## config.mk

```make
export PLATFORM = sky130hd
export DESIGN_NAME = serial2parallel
export DESIGN_NICKNAME = d
export VERILOG_FILES = /design/src/rtl/serial2parallel.sv
export SDC_FILE = /design/constraint.sdc
export NUM_CORES = 1
export LEC_CHECK = 0
export ABC_CLOCK_PERIOD_IN_PS = 1700
export BUFFER_PORTS_ARGS = -buffer_cell sky130_fd_sc_hd__buf_2
export CAP_MARGIN = 5
export CORE_ASPECT_RATIO = 1.2
export CORE_MARGIN = 1
export CORE_UTILIZATION = 48
export CTS_CLUSTER_DIAMETER = 40
export DETAILED_ROUTE_END_ITERATION = 7
export PLACE_DENSITY = 0.74
export SLEW_MARGIN = 0
export SYNTH_ARGS = -nofsm -noshare
export SYNTH_HDL_FRONTEND = slang
export SYNTH_SLANG_ARGS = --single-unit
```

## constraint.sdc

```tcl
create_clock -name clk -period 1.7 [get_ports clk]
set_input_delay 0.34 -clock clk [delete_from_list [all_inputs] [get_ports clk]]
set_output_delay 0.34 -clock clk [all_outputs]
set_load 0.01 [all_outputs]
```

## src/rtl/serial2parallel.sv

```systemverilog
// serial2parallel: MSB-first serial frame assembler with framing checks, one-cycle result
// and error pulses, and a saturating good-frame counter.
module serial2parallel #(
  parameter int WIDTH = 8
) (
  input  logic             clk,
  input  logic             rst,
  input  logic             serial_start,
  input  logic             serial_in,
  input  logic             serial_end,
  output logic [WIDTH-1:0] parallel_out,
  output logic             out_valid,
  output logic             frame_error,
  output logic [7:0]       frame_count
);
  localparam int CW = $clog2(WIDTH);
  localparam int SW = WIDTH - 1;
  localparam logic [0:0] IDLE  = 1'b0;
  localparam logic [0:0] SHIFT = 1'b1;
  logic [0:0]       state_q, state_d;
  logic [CW-1:0]    cnt_q, cnt_d;
  logic [SW-1:0]    sr_q, sr_d;
  logic [WIDTH-1:0] po_q, po_d;
  logic             ov_q, ov_d, fe_q, fe_d;
  logic [7:0]       fc_q, fc_d;
  logic             last;
  // The shift register holds only the first WIDTH-1 bits; the LSB arrives with serial_end.
  assign last = cnt_q == CW'(WIDTH - 1);
  always_comb begin
    state_d = state_q;
    cnt_d   = cnt_q;
    sr_d    = sr_q;
    po_d    = po_q;
    ov_d    = 1'b0;
    fe_d    = 1'b0;
    fc_d    = fc_q;
    if (state_q == IDLE) begin
      if (serial_start) begin
        if (serial_end) fe_d = 1'b1;
        else begin
          sr_d    = SW'(serial_in);
          cnt_d   = CW'(1);
          state_d = SHIFT;
        end
      end
    end else if (serial_start) begin
      fe_d = 1'b1;
      if (serial_end) begin
        state_d = IDLE;
        cnt_d   = '0;
      end else begin
        sr_d  = SW'(serial_in);
        cnt_d = CW'(1);
      end
    end else if (serial_end || last) begin
      state_d = IDLE;
      cnt_d   = '0;
      if (serial_end && last) begin
        po_d = {sr_q, serial_in};
        ov_d = 1'b1;
        fc_d = fc_q + {7'd0, fc_q != 8'hFF};
      end else fe_d = 1'b1;
    end else begin
      sr_d  = SW'({sr_q, serial_in});
      cnt_d = cnt_q + CW'(1);
    end
  end
  always_ff @(posedge clk) begin
    if (rst) begin
      state_q <= IDLE;
      cnt_q   <= '0;
      sr_q    <= '0;
      po_q    <= '0;
      ov_q    <= 1'b0;
      fe_q    <= 1'b0;
      fc_q    <= '0;
    end else begin
      state_q <= state_d;
      cnt_q   <= cnt_d;
      sr_q    <= sr_d;
      po_q    <= po_d;
      ov_q    <= ov_d;
      fe_q    <= fe_d;
      fc_q    <= fc_d;
    end
  end
  assign parallel_out = po_q;
  assign out_valid    = ov_q;
  assign frame_error  = fe_q;
  assign frame_count  = fc_q;
endmodule

```

# Yosys cells after proc, flatten, opt, wreduce, memory -nomap -nowiden
# Index checks and enable logic that the tools add are counted.
# W data, S select, Z words.
# op_classes
n_addsub	2
n_eq_ne	4
mux	23
bitwise_logic	3
n_reduce_logical	7
# ops
op	count
$mux W7	5
$mux W3	5
$mux W1	13
$add A8 B1 Y8	1
$ne A8 B8 Y1 const B	1
$reduce_and A2 Y1	2
$reduce_and A4 Y1	1
$reduce_or A4 Y1	1
$add A3 B1 Y3 const B	1
$eq A3 B3 Y1 const B	1
$not A1 Y1	3
$ne A2 B1 Y1 const B	1
$ne A2 B2 Y1 const B	1
$reduce_bool A2 Y1	1
$logic_and A1 B1 Y1	1
$logic_or A1 B1 Y1	1
# totals
ff_bits	29
out_inout_bits	18
wordCells	46

# Longest topological paths before layout
# depth
ltp_word	6
ltp_mapped	8

# Worst setup path after synthesis
# OpenSTA, ideal clock, no wires.
# synth_timing
path_kind	reg2reg
from	register fc_q[3], in the netlist frame_count[3]
to	register fc_q[2], in the netlist frame_count[2]
setup_time_ns	0.128
arrival_ns	1.586
path_slack_ns	-0.014
path_stages_with_launch	8
n_path_buf	0
synth_period_minus_slack_ns	1.714
cell_sequence	dfxtp_1 -> nand4_1 -> or2_2 -> ha_1 -> ha_1 -> nand4b_2 -> xor2_1 -> nor2_1
# synth_via
elab_chain_len	2
# synth_lines
item	line	source
start, declared	25	logic [7:0] fc_q, fc_d;
start signal, assigned	76	fc_q <= '0;
start signal, assigned	84	fc_q <= fc_d;
$ne A8 B8 Y1	61	fc_d = fc_q + {7'd0, fc_q != 8'hFF};
$add A8 B1 Y8	61	
# No other way between the ends.
# A chain may end at the register's enable or synchronous reset.

# Worst setup path in the final report
# layout_timing
from	register fc_q[4], in the netlist frame_count[4]
to	register fc_q[6], in the netlist frame_count[6]
# layout_via
elab_chain_len	2
# layout_lines
item	line
$ne A8 B8 Y1	61
$add A8 B1 Y8 (*)	61
# Every way passes the cells marked *; elsewhere a longest branch is shown, timed or not.

==> summary.md <==
| Metric | Value |
|---|---|
| Status | complete, no violations |
| Gpl congestion | 0.767 |
| Antenna-violating nets left | 0 |
| Max IR drop VDD | between 800 and 900 uV |
| Critical Path Most Common Cell | ha_4 |
| Critical path buffer and inverter count | 0 |
| Core Area | ~2400 sq um |
| Seq cells post-synth | 29 |
| Most common cell in the netlist | dfxtp_1 |
| Max Freq | around 620 MHz |
| Final Max Tran Viols | 0 |
| Iter 0 DRT Violations | 35 |
| Number of distinct library cells after synthesis | 26 |
| Worst min path class | input pin to register |
| Critical path type | register to register |
| Final Setup Violations | 0 |
| DP Wirelength | about 2000 um |
| Gr usage total | ~22% |
| Async set-reset flop share out of synthesis | 0% |
| Post-layout nets | ~190 |
| CTS buffer count | 5 |
| Final setup TNS | 0 ns |
| Number of vias per cell | 5.52 |
| CP top delay family | simple AND/OR/NAND/NOR gates |
| Most frequent cells after synthesis | dfxtp_1 (29), a21oi_1 (27), nand2_1 (20) |
| Fin util | 69.7% |
| Area growth syn-to-layout | 32.0% |
| RSZ-0062 raised after global routing | no |
| Fin crit period | roughly 1.6 ns |
| Clock buffer depth | 2 |
| Clock Pin Slew Worst Setup and Hold Paths | 0.09 ns |
| Number of global-route vias before repair | around 1100 |
| Final hold violation count | 0 |
| Crit end category | register |
| Slew margin rel. | 63.4% |
| Remaining DRCs | 0 |
| Power per cell area | 704 nW/um^2 |
| Total chip power | approximately 1.2 mW |
| CTS tree | yes |
| Clock skew | just over 0.005 ns |
| Die area | ~2800 sq um |
| Post-DR wirelength/cell | between 10 and 15 um |
| Synth top area share | 46.3% |
| Root Driver | clkbuf_4 |
| Crit path launch | frame_count[4] |
| Initial Utilization | 52.8% |
| Top FF cell, synth | dfxtp_1 |
| Max-Cap Viols | 0 |
| Port buffer count | 22 |
| Crit start category | register |
| Worst EP required | 1.96 ns |
| CP peak stage delay | 0.41 ns |
| DRT Wirelength | just under 3000 um |
| R2r startpoint | frame_count[4] |
| CTS sink cnt | 29 |
| Ports | 23 |
| Sequential fraction of the synthesis area | 46.3% |
| Vias | 1170 |
| Synthesized instance count | 143 |
| Std cell rows | 19 |
| GRT overflow | 0 |
| Diodes inserted | 0 |
| Mapped Area | 1250 sq um |
| Leakage Power | 0.682 nW |
| CP Data Arrival Time | 1.87 ns |
| CP max-delay cell | or3_4 |
| Syn Nets | about 160 |
| Layout cells sized above 1 | a little under two fifths |
| First-pass GRT wire length | ~4800 um |
| Syn_area_per_cell | a little under 9 sq um |
| Crit Path Max Fanout | 5 |
| H-Tree Depth | 2 |
| Largest area contributor in the netlist | dfxtp_1 |
| Origin of the worst min-delay path | serial_in |
| Pre-antenna DRT Iters | 4 |
| Measured slew at the worst slew-check pin | roughly 0.55 ns |
| Cell-by-cell listing of the critical path | nand4_1 -> or2_4 -> ha_4 -> ha_4 -> nand4b_4 -> or3_4 -> a21oi_2 |
| Initial antenna violation count | 0 |
| Die Span X | 48.7 um |
| Die Ht | between 50 and 60 um |
| Clk_lat worst skew | about 0.33 ns |
| Synth warn | 0 |
| Final worst path period share | 94.5% |
| Largest net degree at the start of global routing | 30 |
| Final hold slack | 0.288 ns |
| Area contributors post-synth | dfxtp_1 (46%), a21oi_1 (11%), ha_1 (8.0%) |
| Number of flops mapped to enable cells by yosys | 0 |
routing by layer:
metal  up-vias  share of wire, %  global-route usage, %
met3         4               3.9                   6.56
met1       555                41                   23.8
met5         -                 0                      0
li1        583                 -                      -
met4         0               1.6                   5.04
met2        28                54                   43.7
path summary, 6_finish.rpt:
kind,cells after the start,to,slack [ns]
hold reg to reg,2,parallel_out[0],0.46
setup reg to reg,7,frame_count[6],0.09
hold / removal,3,parallel_out[0],0.29
setup / recovery,7,frame_count[6],0.09
state kept, by name, indices dropped and copies added (netlist names):
| name | flops |
|---|---|
| sr_q | 7 |
| out_valid | 1 |
| frame_error | 1 |
| cnt_q | 3 |
| parallel_out | 8 |
| state_q | 1 |
| frame_count | 8 |
cell usage in the layout, fill, tap and decap left out, drive strengths merged, types with 2 or more instances in the layout:
cell / Yosys / routed
buf: 4 / 39
o31ai: 2 / 2
o21ai: 5 / 5
a21oi: 27 / 27
or4: 2 / 2
nand2: 20 / 20
nand3: 19 / 19
dfxtp: 29 / 29
ha: 8 / 8
nand3b: 4 / 4
clkbuf: 4 / 7
inv: 2 / 2
nand4: 4 / 4
or3: 3 / 3
kinds of logic after synthesis:
kind of cell	count (synthesis)	share of synthesized area, %
AO/OA/AOI/OAI	35	14.8
AND/OR/NAND/NOR	60	27.0
XOR/XNOR	1	0.698
flip-flops	29	46.3
buffers and inverters	10	3.29
adder cells (fa/ha/maj)	8	7.98
worst reg2reg max path: cells and delay by family (launching register included):
kind | cells | cell delay (ns)
AND/OR/NAND/NOR | 4 | 0.81
adder cells (fa/ha/maj) | 2 | 0.28
AO/OA/AOI/OAI | 1 | 0.13
flip-flops | 1 | 0.33
layout make-up:
type	count	area, sq um
clock buffer	7	55.1
multi-input combinational	104	728
fill	196	721
inverter	2	7.51
timing repair buffer	39	238
sequential	29	589
tap	31	38.8
power by group:
group	total, mW	internal [mW]	switching, mW
clock network	0.419	0.195	0.225
logic	0.0565	0.0208	0.0357
registers	0.691	0.685	0.00609
per-stage QoR:
step	setup slack [ns]	instances	cell area (sq um)
finish	0.0937	212	1660
global route	0.0123	212	1660
CTS	0.00557	211	1560
detailed placement	-0.0500	204	1490
global placement	0.0308	204	1490
floorplan	0.0173	143	1260
repair_timing:
action | in CTS | in global routing
pin swaps | 0 | 3
gates cloned | 0 | 0
hold buffers | 0 | 0
endpoints found under the setup margin | 14 | 24
setup buffers | 0 | 1
gates resized for setup | 3 | 19
(Power assumes the default switching activity.)
